===== config.mk =====
export PLATFORM = sky130hd
export DESIGN_NAME = rotator_shift_reg
export DESIGN_NICKNAME = d
export VERILOG_FILES = /design/src/rtl/rotator_shift_reg.sv
export SDC_FILE = /design/constraint.sdc
export NUM_CORES = 1
export LEC_CHECK = 0
export BUFFER_PORTS_ARGS = -buffer_cell sky130_fd_sc_hd__buf_2
export CAP_MARGIN = 20
export CORE_ASPECT_RATIO = 2
export CORE_UTILIZATION = 45
export DETAILED_ROUTE_END_ITERATION = 6
export PLACE_DENSITY = 0.68
export SLEW_MARGIN = 30
export SYNTH_ARGS = -nofsm -noshare
export SYNTH_HDL_FRONTEND = slang
export SYNTH_SLANG_ARGS = --single-unit

===== constraint.sdc =====
create_clock -name clk -period 1.7 [get_ports clk]
set_input_delay 0.34 -clock clk [delete_from_list [all_inputs] [get_ports clk]]
set_output_delay 0.34 -clock clk [all_outputs]
set_load 0.05 [all_outputs]

===== src/rtl/rotator_shift_reg.sv =====
// Parametrised shift/rotate register with a valid/ready command interface.
// Multi-step shift/rotate commands advance one bit per clock and can be paused with stall.
//
// state | meaning
// ------+---------------------------------------------------------------
// IDLE  | ready for a command; single-edge ops (LOAD/CLEAR/NOP) finish here
// RUN   | executing latched shift/rotate op, one step per unstalled edge
module rotator_shift_reg #(
    parameter int WIDTH = 8,
    parameter int AMT_W = 3
) (
    input  logic             clk,
    input  logic             reset,
    input  logic             cmd_valid,
    output logic             cmd_ready,
    input  logic [2:0]       cmd_op,
    input  logic [AMT_W-1:0] cmd_amt,
    input  logic [WIDTH-1:0] d,
    input  logic             sin,
    input  logic             stall,
    output logic [WIDTH-1:0] q,
    output logic             sout,
    output logic             busy,
    output logic             done
);

    localparam logic [2:0] OP_NOP   = 3'b000;
    localparam logic [2:0] OP_LOAD  = 3'b001;
    localparam logic [2:0] OP_ROL   = 3'b010;
    localparam logic [2:0] OP_ROR   = 3'b011;
    localparam logic [2:0] OP_SHL   = 3'b100;
    localparam logic [2:0] OP_SHR   = 3'b101;
    localparam logic [2:0] OP_ASR   = 3'b110;
    localparam logic [2:0] OP_CLEAR = 3'b111;

    typedef enum logic {
        IDLE = 1'b0,
        RUN  = 1'b1
    } state_t;

    state_t             state;
    logic [2:0]         op_q;
    logic [AMT_W-1:0]   cnt;
    logic [WIDTH-1:0]   step_q;
    logic               step_sout;

    assign cmd_ready = (state == IDLE);
    assign busy      = (state == RUN);

    // One-bit move for the latched op; sin is sampled live on every step edge.
    always_comb begin
        step_q    = q;
        step_sout = sout;
        case (op_q)
            OP_ROL: begin
                step_q    = {q[WIDTH-2:0], q[WIDTH-1]};
                step_sout = q[WIDTH-1];
            end
            OP_ROR: begin
                step_q    = {q[0], q[WIDTH-1:1]};
                step_sout = q[0];
            end
            OP_SHL: begin
                step_q    = {q[WIDTH-2:0], sin};
                step_sout = q[WIDTH-1];
            end
            OP_SHR: begin
                step_q    = {sin, q[WIDTH-1:1]};
                step_sout = q[0];
            end
            OP_ASR: begin
                step_q    = {q[WIDTH-1], q[WIDTH-1:1]};
                step_sout = q[0];
            end
            default: begin
                step_q    = q;
                step_sout = sout;
            end
        endcase
    end

    always_ff @(posedge clk) begin
        if (!reset) begin
            state <= IDLE;
            op_q  <= OP_NOP;
            cnt   <= '0;
            q     <= '0;
            sout  <= 1'b0;
            done  <= 1'b0;
        end else begin
            done <= 1'b0;
            case (state)
                IDLE: begin
                    if (cmd_valid) begin
                        case (cmd_op)
                            OP_NOP: begin
                                done <= 1'b1;
                            end
                            OP_LOAD: begin
                                q    <= d;
                                done <= 1'b1;
                            end
                            OP_CLEAR: begin
                                q    <= '0;
                                done <= 1'b1;
                            end
                            default: begin
                                // Zero-length shift/rotate completes like a NOP.
                                if (cmd_amt == '0) begin
                                    done <= 1'b1;
                                end else begin
                                    op_q  <= cmd_op;
                                    cnt   <= cmd_amt;
                                    state <= RUN;
                                end
                            end
                        endcase
                    end
                end
                RUN: begin
                    if (!stall) begin
                        q    <= step_q;
                        sout <= step_sout;
                        cnt  <= cnt - 1'b1;
                        if (cnt == AMT_W'(1)) begin
                            state <= IDLE;
                            done  <= 1'b1;
                        end
                    end
                end
                default: begin
                    state <= IDLE;
                end
            endcase
        end
    end

endmodule


* Yosys cells after proc, flatten, opt, wreduce, memory -nomap -nowiden
Index checks and enable logic that the tools add are counted.
** Word-level totals
- Register bits after elaboration :: 17
- Input bits :: 19
- Word-level logic and storage cells :: 62
** Operators by class
- Add/subtract/negate cells :: 1
- Equality and inequality tests :: 16
- Multiplexer cells :: 23
- Bitwise gates (word level) :: 4
- Reduce and logical (&&, ||, !) cells :: 11
** Operators by type and width (number)
- case mux 8 bit (5 select lines) :: 1
- case mux 8 bit (2 select lines) :: 2
- 2-to-1 mux 8 bit :: 2
- equality test 3 bit (second input constant) :: 4
- 2-to-1 mux 3 bit :: 4
- AND reduction 4 bit :: 3
- 2-to-1 mux 1 bit :: 10
- != test 2 bit (second input constant) :: 5
- equality test 3 x 1 -> 1 bit (second input constant) :: 2
- equality test 3 x 2 -> 1 bit (second input constant) :: 2
- zero test 3 bit :: 2
- != test 6 x 1 -> 1 bit (second input constant) :: 1
- case mux 1 bit (2 select lines) :: 3
- case mux 3 bit (2 select lines) :: 1
- OR reduction 3 bit :: 2
- != test 5 x 1 -> 1 bit (second input constant) :: 1
- AND reduction 5 bit :: 1
- NOT 1 bit :: 4
- != test 3 x 1 -> 1 bit (second input constant) :: 1
- AND reduction 3 bit :: 1
- subtractor 3 x 1 -> 3 bit (second input constant) :: 1
- nonzero test 2 bit :: 1
- OR reduction 2 bit :: 1

* Depth between registers and ports, before layout
Gate-level depths: netlist (run 1).
- Word-level depth :: 5
- Gate-level depth with buffers :: 6

* Worst setup path after synthesis (run 1)
OpenSTA, ideal clock, no wires.
- Path kind :: reg2reg
- Start :: register state (netlist: busy)
- End :: register q[3]
- Library setup time :: 86 ps
- Data arrival time :: 1780 ps
- Required time :: 1614 ps
- Slack :: -165 ps
- Cell stages (with the launch flop) :: 6
- Buffers on the path :: 1
- Period minus slack after synthesis :: 1865 ps
- Cell sequence :: dfxtp_1 > buf_2 > inv_1 > nor2_1 > a222oi_1 > a211oi_1
** On the way
- Cells in the longest elaborated chain, start to end :: 3
** RTL lines
- from (decl) :: RTL line 41 : state_t state;
- from (signal assigned) :: RTL line 84 : state <= IDLE;
- from (signal assigned) :: RTL line 114 : state <= RUN;
- from (signal assigned) :: RTL line 126 : state <= IDLE;
- NOT 1 bit *
- via cmd_ready :: RTL line 15 : output logic cmd_ready,
- != test 3 x 1 -> 1 bit (no source line) / != test 2 bit (equally long branches)
- AND reduction 4 bit (no source line)
- to (signal assigned) :: RTL line 122 : q <= step_q;
- to (decl) :: RTL line 21 : output logic [WIDTH-1:0] q,
Mark *: on every way through the listed nets, which the timed path passes. The rest lies on a longest branch.
A chain may end at the register's enable or synchronous reset.

* Worst setup path after layout (run 1)
- Start :: register op_q[1]
- End :: register q[4]
** On the way
- Cells in the longest elaborated chain, start to end :: 4
** RTL lines
- from (decl) :: RTL line 42 : logic [2:0] op_q;
- from (signal assigned) :: RTL line 112 : op_q <= cmd_op;
- equality test 3 bit / equality test 3 x 2 -> 1 bit (equally long branches) :: RTL line 54 : case (op_q)
- case mux 8 bit (5 select lines) :: RTL line 54
- 2-to-1 mux 8 bit :: RTL line 121 : if (!stall) begin
- case mux 8 bit (2 select lines) :: RTL line 92 : case (state)
Several ways; a longest one is shown, not always the timed one. The select of a mux whose other input is x is not followed.

==> flow_summary_export.csv, run 1 <==
group,metric,value,unit
sta,final.min_clock_period,1580,ps
worst_hold_path,worst_hold_path.endpoint,"cnt[0]$_SDFFE_PN0P_",
worst_hold_path,hold_path_class,"in2reg",
sta,finalCritPeriodShare,93.1,%
sta,timing.clock.skew,6.57,ps
sta,setup_viol,0,
clock_tree,cts-htree-levels,1,
placed_design,dpl.hpwl,2.56,mm
floorplanning,die_width,38.6,µm
drt,post_drt_via_cell_ratio,6.05,
setup_path,crit_chain,"xnor2_2, buf_4, mux2_1, a222oi_1, a211oi_1",
power,power.leakage,0.631,nW
floorplanning,starting_density_of_the_core,47.6,%
clock_tree,cts_made_buffers,3,
floorplanning,io-pin-count,31,
floorplanning,fp.dieArea,2910,µm²
synthesis,post_synth_instance_area,1210,µm²
sta,finalHoldViolCount,0,
grt,grt_util_overall,25.3,%
setup_path,type_of_the_worst_setup_path,"reg2reg",
job,max_cap_violations,0,
setup_path,cp_data_arrival_time,1710,ps
floorplanning,placementRows,26,
grt,wire_length_of_the_first_global_routing_pass,5.22,mm
drt,drt_first_pass_iters,4,
outcome,result_of_the_run,"complete, no violations",
placed_design,post-place-ws,69.6,ps
clock_tree,clock_tree.root_cell,"sky130_fd_sc_hd__clkbuf_8",
sta,relSlewSlack,68.2,%
worst_hold_path,startpoint_of_the_worst_hold_path,"cmd_amt[0]",
clock_tree,clkSlewWorstSetupHoldPaths,70,ps
layout,final_nets,198,
placed_design,placement.io_buffers,30,
synthesis,yosys_register_bits,17,
worst_hold_path,worstHoldPathCells,3,
grt,grt_overflow_total,0,
setup_path,timing.critical_path.from_type,"register",
synthesis,synth_xor_xnor_area_share,2.80,%
sta,fin_hold_ws,356,ps
floorplanning,die_h,75.3,µm
setup_path,r2r-end,"q[4]$_SDFFE_PN0P_",
floorplanning,core-area,2540,µm²
layout,fin_util,58.5,%
synthesis,yosysUniqueCellTypes,48,
setup_path,timing.rr.start,"op_q[1]$_SDFFE_PN0P_",
power,powerDensity,827,nW/µm²
sta,postLayoutSetupSlackWorst,118,ps
layout,mostFrequentLayoutCell,"sky130_fd_sc_hd__buf_2",
setup_path,cp_data_required_time,1830,ps
synthesis,post_synth_and_or_nand_nor_area_fraction,19.5,%
layout,stdcell_area,1480,µm²
layout,layout-drive-gt1-share,33.5,%
setup_path,slowest_delay,380,ps
sta,max_slew.worst_pin.slew,473,ps
sta,maxClockFrequency,0.632,GHz
synthesis,post_synthesis_compound_gate_area_fraction,27.0,%
synthesis,syn_inst,138,
setup_path,path_max_fanout,7,
sta,setup_tns,0,ps
sta,final_max_slew_viol_count,0,
clock_tree,worstSkewPairLatency,260,ps
placed_design,placement.cell_area,1430,µm²
sta,rsz_0062_raised_after_global_routing,"false",
synthesis,synth.area.mux_share,13.5,%
layout,layout-area-overhead-vs-synth,22.8,%
synthesis,yosysWarnings,0,
synthesis,synth_edf_count,0,
grt,grt_max_degree,15,
synthesis,largest_family_of_logic_cells_by_synthesized_area,"compound AO/OA/AOI/OAI gates",
drt,drc,0,
setup_path,critical_path.endpoint_type,"register",
grt,antenna_found_initial,0,
synthesis,post_synth_fa_ha_maj_area_fraction,2.90,%
drt,route.final.wire_length,3.31,mm
clock_tree,cts_hold_repair.buffers,0,
synthesis,asyncSetResetFlopFracSynth,0,%
clock_tree,clockBufferDepth,2,
synthesis,sequential_cell_area_fraction_in_the_yosys_report,28.2,%
power,vdd.ir_drop.worst,0.421,mV
drt,detailedRoute.firstIterationViolations,36,
layout,antenna-diode-count,0,
synthesis,ys.flop_type,"sky130_fd_sc_hd__dfxtp_1",
drt,number_of_vias_in_the_routed_layout,1234,
setup_path,reg2reg_slack,120,ps
setup_path,critical-path-slowest-cell,"sky130_fd_sc_hd__dfxtp_1",
setup_path,depth_of_the_worst_register_to_register_path,5,
layout,mostFrequentLayoutCells,"30 x sky130_fd_sc_hd__buf_2, 15 x sky130_fd_sc_hd__dfxtp_1, 12 x sky130_fd_sc_hd__nand2_1, 12 x sky130_fd_sc_hd__buf_4, 11 x sky130_fd_sc_hd__a21oi_1",
synthesis,synthesis.area_per_instance,8.76,µm²
placed_design,routabilityCongestion,0.861,
drt,route.detailed.wl_per_inst,16.2,µm
drt,ant_nets,0,
grt,first_global_vias,1189,
clock_tree,cts_tree,"yes",
synthesis,synth_nets,159,
clock_tree,cts_num_sinks,17,
cell usage after synthesis (all sizes together), types with 2 or more instances:
| library cell | n | area share [%] |
|---|---|---|
| xnor2 | 3 | 2.8 |
| ha | 2 | 2.1 |
| or3 | 2 | 1.0 |
| dfxtp | 17 | 28 |
| nor2 | 10 | 3.3 |
| mux2 | 10 | 9.3 |
| clkbuf | 2 | 0.62 |
| a21oi | 11 | 4.6 |
| nand2 | 13 | 4.2 |
| nand3 | 4 | 1.7 |
| a211oi | 6 | 3.7 |
| o32ai | 2 | 1.4 |
| nor3b | 2 | 1.2 |
| and2 | 3 | 1.6 |
| a211o | 2 | 1.4 |
| inv | 6 | 1.9 |
| o21ai | 3 | 1.2 |
| and3 | 2 | 1.4 |
| nor2b | 3 | 1.6 |
| mux2i | 5 | 4.1 |
| a311oi | 3 | 3.2 |
| a222oi | 5 | 4.1 |
| buf | 6 | 3.7 |
critical path, delay by kind of cell (launching register included):
family	cells	cell delay, ps
buffers and inverters	1	170
muxes	1	330
DFF	1	380
xor gates and xnor gates	1	120
AOI/OAI and AO/OA	2	450
registers in the layout, indices dropped and copies added (netlist names):
register / cells
cnt: 3
sout: 1
busy: 1
done: 1
op_q: 3
q: 8
routing by layer:
layer	vias to the layer above	GRT usage [%]	part of all wire, %
li1	599	-	-
met1	590	25.5	36
met2	38	48.0	59
met3	7	2.92	3.0
met4	0	12.3	2.0
met5	-	0	0
cells by family after synthesis:
kind of cell,count (synthesis)
multiplexers,15
AO/OA/AOI/OAI,43
flip-flops,17
buffers and inverters,14
XOR/XNOR,3
adder cells (fa/ha/maj),3
AND/OR/NAND/NOR,43
power breakdown:
group	internal (mW)	switching [mW]	total, mW
clock	0.167	0.146	0.313
combinational	0.173	0.257	0.430
sequential	0.434	0.0496	0.484
through the flow:
step / total power [mW] / cells
floorplan: 0.790 / 138
global placement: 0.907 / 200
detailed placement: 0.919 / 200
CTS: 1.23 / 204
global route: 1.29 / 204
finish: 1.23 / 204
timing repair:
item,in CTS,in global routing
endpoints found under the hold margin,0,0
resized for setup,0,2
buffers inserted,0,0
setup endpoints to repair,0,2
final cells by class:
| class | count | area [µm²] |
|---|---|---|
| clock buffers | 4 | 45.0 |
| repair buffers | 42 | 240 |
| fillers | 232 | 1050 |
| inverters | 6 | 22.5 |
| multi-input cells | 107 | 798 |
| flip-flops and latches | 17 | 343 |
| well taps | 28 | 35.0 |
worst max-delay path by stage:
| stage | to | startpoint | cells past startpoint |
|---|---|---|---|
| 2_1_floorplan | q[3]$_SDFFE_PN0P_ | busy$_SDFF_PN0_ | 5 |
| 3_3_place_gp | q[4]$_SDFFE_PN0P_ | op_q[0]$_SDFFE_PN0P_ | 5 |
| 3_5_place_dp | q[4]$_SDFFE_PN0P_ | op_q[0]$_SDFFE_PN0P_ | 5 |
| 4_1_cts | q[4]$_SDFFE_PN0P_ | op_q[0]$_SDFFE_PN0P_ | 5 |
| 5_1_grt | q[4]$_SDFFE_PN0P_ | op_q[1]$_SDFFE_PN0P_ | 5 |
| 6_report | q[4]$_SDFFE_PN0P_ | op_q[1]$_SDFFE_PN0P_ | 5 |
Power figures use the tool's default switching activity.
==> run 2, diff against run 1 <==
- BUFFER_PORTS_ARGS: -buffer_cell sky130_fd_sc_hd__buf_2 -> -buffer_cell sky130_fd_sc_hd__clkbuf_2
==> flow_summary_export.csv, run 2 (synthesis gave the netlist of run 1 again) <==
group,metric,value,unit
layout,fillerInstances,246,
clock_tree,clockBufferDepth,2,
setup_path,cp_data_required_time,1820,ps
power,power.leakage,0.615,nW
power,powerDensity,826,nW/µm²
clock_tree,cts_tree,"yes",
placed_design,routabilityCongestion,0.871,
layout,layout-drive-gt1-share,33.0,%
grt,wire_length_of_the_first_global_routing_pass,5.34,mm
drt,route.final.wire_length,3.36,mm
sta,timing.clock.skew,1.40,ps
sta,setup_tns,0,ps
setup_path,critical_path.endpoint_type,"register",
clock_tree,post_cts.repair.setup_buffers,0,
floorplanning,die_width,38.6,µm
placed_design,dpl.hpwl,2.56,mm
clock_tree,clkSlewWorstSetupHoldPaths,70,ps
floorplanning,fp.dieArea,2910,µm²
clock_tree,cts_num_sinks,17,
clock_tree,worstSkewPairLatency,250,ps
floorplanning,placementRows,26,
sta,final.min_clock_period,1600,ps
drt,route.detailed.wl_per_inst,16.5,µm
layout,area_of_all_sequential_standard_cells,342,µm²
layout,reg_top3,"q x8, cnt x3, op_q x3",
floorplanning,starting_density_of_the_core,47.6,%
sta,finalHoldViolCount,0,
layout,mostFrequentLayoutCells,"30 x sky130_fd_sc_hd__clkbuf_2, 16 x sky130_fd_sc_hd__dfxtp_1, 12 x sky130_fd_sc_hd__nand2_1, 12 x sky130_fd_sc_hd__buf_4, 11 x sky130_fd_sc_hd__a21oi_1",
grt,first_global_vias,1168,
clock_tree,cts_hold_repair.buffers,0,
layout,mostFrequentLayoutCell,"sky130_fd_sc_hd__clkbuf_2",
drt,detailedRoute.firstIterationViolations,60,
sta,max_slew.worst_pin.slew,376,ps
power,power,1.22,mW
sta,rsz_0062_raised_after_global_routing,"false",
drt,number_of_vias_in_the_routed_layout,1249,
job,max_cap_violations,0,
sta,final_max_slew_viol_count,0,
setup_path,cp_data_arrival_time,1720,ps
sta,setup_viol,0,
sta,finalCritPeriodShare,93.9,%
placed_design,dpl.cell_count,200,
floorplanning,io-pin-count,31,
drt,drt_first_pass_iters,4,
layout,multiInputGateArea,793,µm²
sta,maxClockFrequency,0.626,GHz
layout,flip_flop_count_of_the_largest_register_all_copies_and_words_added,8,
worst_hold_path,hold_path_class,"in2reg",
clock_tree,cts-htree-levels,1,
layout,layout-area-overhead-vs-synth,22.3,%
layout,final_nets,198,
drt,ant_nets,0,
floorplanning,core-area,2540,µm²
setup_path,reg2reg_slack,100,ps
sta,relSlewSlack,74.8,%
layout,finish.cell_count_without_fillers,204,
grt,grt_overflow_total,0,
setup_path,type_of_the_worst_setup_path,"reg2reg",
placed_design,placement.io_buffers,30,
grt,grt_max_degree,15,
floorplanning,die_h,75.3,µm
setup_path,timing.critical_path.from_type,"register",
grt,grt_util_overall,25.4,%
layout,antenna-diode-count,0,
clock_tree,cts_made_buffers,3,
clock_tree,clock_tree.root_cell,"sky130_fd_sc_hd__clkbuf_8",
grt,antenna_found_initial,0,
outcome,result_of_the_run,"complete, no violations",
drt,post_drt_via_cell_ratio,6.12,
setup_path,path_max_fanout,12,
clock_tree,postCtsResizedCells,0,
power,vdd.ir_drop.worst,0.735,mV
drt,drc,0,
layout,top_register,"q",
[run 2: worst paths after layout]
check | start | to | cells after the start
setup / recovery | op_q[0]$_SDFFE_PN0P_ | q[3]$_SDFFE_PN0P_ | 5
hold / removal | d[7] | q[7]$_SDFFE_PN0P_ | 3
setup reg to reg | op_q[0]$_SDFFE_PN0P_ | q[3]$_SDFFE_PN0P_ | 5
hold reg to reg | cnt[1]$_SDFFE_PN0P_ | cnt[1]$_SDFFE_PN0P_ | 2
[run 2: routing by layer]
layer  vias up  GRT usage, %  part of all wire (%)
li1        597             -                     -
met1       607          26.7                    38
met2        39          48.9                    58
met3         6          2.04                   2.9
met4         0          9.58                   1.8
met5         -             0                     0
[run 2: cell type report]
cell class                 count  area share (%)
clock buffer                   4            3.05
inverter                       6            1.52
multi-input combinational    107            53.7
sequential                    17            23.1
tap                           28            2.37
timing repair buffer          42            16.3
[run 2: critical path, stage by stage, from the launching register on]
cell and delay [ps]:
sky130_fd_sc_hd__dfxtp_1 400, sky130_fd_sc_hd__buf_4 220, sky130_fd_sc_hd__nand2_2 150, sky130_fd_sc_hd__mux2_1 340, sky130_fd_sc_hd__a222oi_1 250, sky130_fd_sc_hd__a211oi_1 110
[run 2: per-stage QoR]
step / cell area [µm²] / util (%) / hold WS, ps / setup slack, ps
2_1_floorplan: 1210 / - / 438 / 32.3
3_3_place_gp: 1430 / 56.5 / 462 / 133
3_5_place_dp: 1430 / 56.5 / 463 / 83.2
4_1_cts: 1480 / 58.2 / 337 / 95.6
5_1_grt: 1480 / 58.2 / 351 / 19.3
6_report: 1480 / 58.2 / 337 / 104
[run 2: power breakdown]
| group | internal, mW | switching (mW) |
|---|---|---|
| Combinational | 0.170 | 0.256 |
| Sequential | 0.434 | 0.0531 |
| Clock | 0.166 | 0.142 |
| Total | 0.770 | 0.451 |
==> run 3, diff against run 2 <==
- CAP_MARGIN: 20 -> 0
- PLACE_DENSITY: 0.68 -> 0.71
==> flow_summary_export.csv, run 3 (synthesis gave the netlist of run 1 again) <==
group,metric,value,unit
layout,mostFrequentLayoutCell,"sky130_fd_sc_hd__clkbuf_2",
drt,drc,0,
sta,setup_tns,0,ps
job,max_cap_violations,0,
clock_tree,cts_made_buffers,3,
placed_design,routabilityCongestion,0.926,
drt,number_of_vias_in_the_routed_layout,1259,
power,internal_power,769,µW
drt,drt_first_pass_iters,5,
setup_path,cp_data_required_time,1830,ps
sta,rsz_0062_raised_after_global_routing,"false",
clock_tree,postCtsResizedCells,0,
power,vdd.ir_drop.worst,0.484,mV
worst_hold_path,startpoint_of_the_worst_hold_path,"d[7]",
worst_hold_path,hold_path_class,"in2reg",
power,switching_share,37.0,%
outcome,result_of_the_run,"complete, no violations",
sta,setup_viol,0,
sta,max_slew.worst_pin.slew,508,ps
floorplanning,fp.dieArea,2910,µm²
grt,wire_length_of_the_first_global_routing_pass,5.47,mm
clock_tree,post_cts.repair.setup_buffers,0,
layout,final_nets,197,
layout,stdcell_area,1470,µm²
floorplanning,io-pin-count,31,
layout,mostFrequentLayoutCells,"30 x sky130_fd_sc_hd__clkbuf_2, 16 x sky130_fd_sc_hd__dfxtp_1, 12 x sky130_fd_sc_hd__nand2_1",
floorplanning,placementRows,26,
drt,ant_nets,0,
sta,timing.clock.skew,5.41,ps
floorplanning,die_h,75.3,µm
power,powerDensity,830,nW/µm²
placed_design,dpl.hpwl,2.49,mm
layout,top_register,"q",
placed_design,placement.cell_area,1430,µm²
power,pwr-share-clk,25.4,%
setup_path,r2r-end,"q[3]$_SDFFE_PN0P_",
layout,multiInputGateArea,796,µm²
sta,final_max_slew_viol_count,0,
floorplanning,core-area,2540,µm²
sta,finalHoldViolCount,0,
clock_tree,cts_hold_repair.buffers,0,
power,comb_power_share,34.8,%
setup_path,depth_of_the_worst_register_to_register_path,5,
placed_design,placement.io_buffers,30,
setup_path,critical_path.endpoint_type,"register",
drt,route.detailed.wl_per_inst,16.6,µm
layout,flip_flop_count_of_the_largest_register_all_copies_and_words_added,8,
sta,relSlewSlack,65.9,%
power,net-switching-power,453,µW
drt,route.final.wire_length,3.36,mm
setup_path,timing.critical_path.from_type,"register",
layout,fillerInstances,257,
grt,grt_util_overall,26.4,%
clock_tree,clkSlewWorstSetupHoldPaths,70,ps
clock_tree,clockBufferDepth,2,
setup_path,type_of_the_worst_setup_path,"reg2reg",
worst_hold_path,worstHoldPathCells,3,
layout,reg_top3,"q x8, cnt x3, op_q x3",
grt,first_global_vias,1228,
layout,antenna-diode-count,0,
grt,grt_max_degree,15,
grt,antenna_found_initial,0,
grt,grt_overflow_total,0,
floorplanning,die_width,38.6,µm
power,power.leakage,0.610,nW
clock_tree,cts_tree,"yes",
sta,finalCritPeriodShare,94.3,%
clock_tree,worstSkewPairLatency,250,ps
drt,post_drt_via_cell_ratio,6.20,
sta,final.min_clock_period,1600,ps
floorplanning,starting_density_of_the_core,47.6,%
setup_path,path_max_fanout,14,
clock_tree,cts-htree-levels,1,
drt,detailedRoute.firstIterationViolations,62,
layout,layout-drive-gt1-share,33.1,%
clock_tree,clock_tree.root_cell,"sky130_fd_sc_hd__clkbuf_8",
power,sequentialPowerShare,39.8,%
setup_path,timing.rr.start,"op_q[1]$_SDFFE_PN0P_",
layout,layout-area-overhead-vs-synth,21.8,%
layout,area_of_all_sequential_standard_cells,342,µm²
sta,maxClockFrequency,0.624,GHz
setup_path,reg2reg_slack,100,ps
worst_hold_path,worst_hold_path.endpoint,"q[7]$_SDFFE_PN0P_",
setup_path,critical_path.startpoint,"op_q[1]$_SDFFE_PN0P_",
setup_path,cp_data_arrival_time,1730,ps
clock_tree,cts_num_sinks,17,
-- run 3: changes by cell type in the layout (fill, tap and decap cells not counted) --
cell	previous run	this run
sky130_fd_sc_hd__nor2b_1	3	2
sky130_fd_sc_hd__buf_4	12	11
sky130_fd_sc_hd__nor2b_2	0	1
-- run 3: cell type report --
type / count / share of cell area (%)
multi-input combinational: 107 / 54.0
tap: 28 / 2.38
sequential: 17 / 23.2
timing repair buffer: 41 / 15.8
inverter: 6 / 1.53
clock buffer: 4 / 3.06
-- run 3: worst max-delay path by stage --
| stage | endpoint | cells past startpoint |
|---|---|---|
| 2_1_floorplan | q[3]$_SDFFE_PN0P_ | 5 |
| 4_1_cts | q[4]$_SDFFE_PN0P_ | 5 |
| 3_5_place_dp | cnt[2]$_SDFFE_PN0P_ | 6 |
| 5_1_grt | q[2]$_SDFFE_PN0P_ | 5 |
| 3_3_place_gp | q[5]$_SDFFE_PN0P_ | 5 |
| 6_report | q[3]$_SDFFE_PN0P_ | 5 |
-- run 3: critical path, cell delays in order, from the launching register on --
cell	delay, ps
sky130_fd_sc_hd__dfxtp_1	380
sky130_fd_sc_hd__buf_4	220
sky130_fd_sc_hd__nand2_2	160
sky130_fd_sc_hd__mux2_1	340
sky130_fd_sc_hd__a222oi_1	250
sky130_fd_sc_hd__a211oi_1	120
-- run 3: power groups by stage --
stage	sequential, mW	combinational, mW	clock (mW)
2_1_floorplan	0.554	0.236	0
3_3_place_gp	0.490	0.410	0
3_5_place_dp	0.494	0.421	0
4_1_cts	0.484	0.424	0.314
5_1_grt	0.491	0.459	0.347
6_report	0.486	0.426	0.310
-- run 3: layer usage --
metal	share of wire, %	global-route usage [%]	vias up
met3	4.3	4.66	10
met4	2.8	13.4	0
li1	-	-	595
met2	55	48.3	55
met5	0	0	-
met1	38	27.0	599
-- run 3: through the flow --
step	setup WS, ps	total power [mW]	std cells	hold WS, ps	util, %
finish	97.5	1.22	203	337	58.0
global route	1.38	1.30	203	339	58.0
CTS	67.8	1.22	203	331	57.9
detailed placement	88.6	0.915	199	462	56.2
global placement	143	0.900	199	451	56.2
floorplan	32.3	0.790	138	438	-
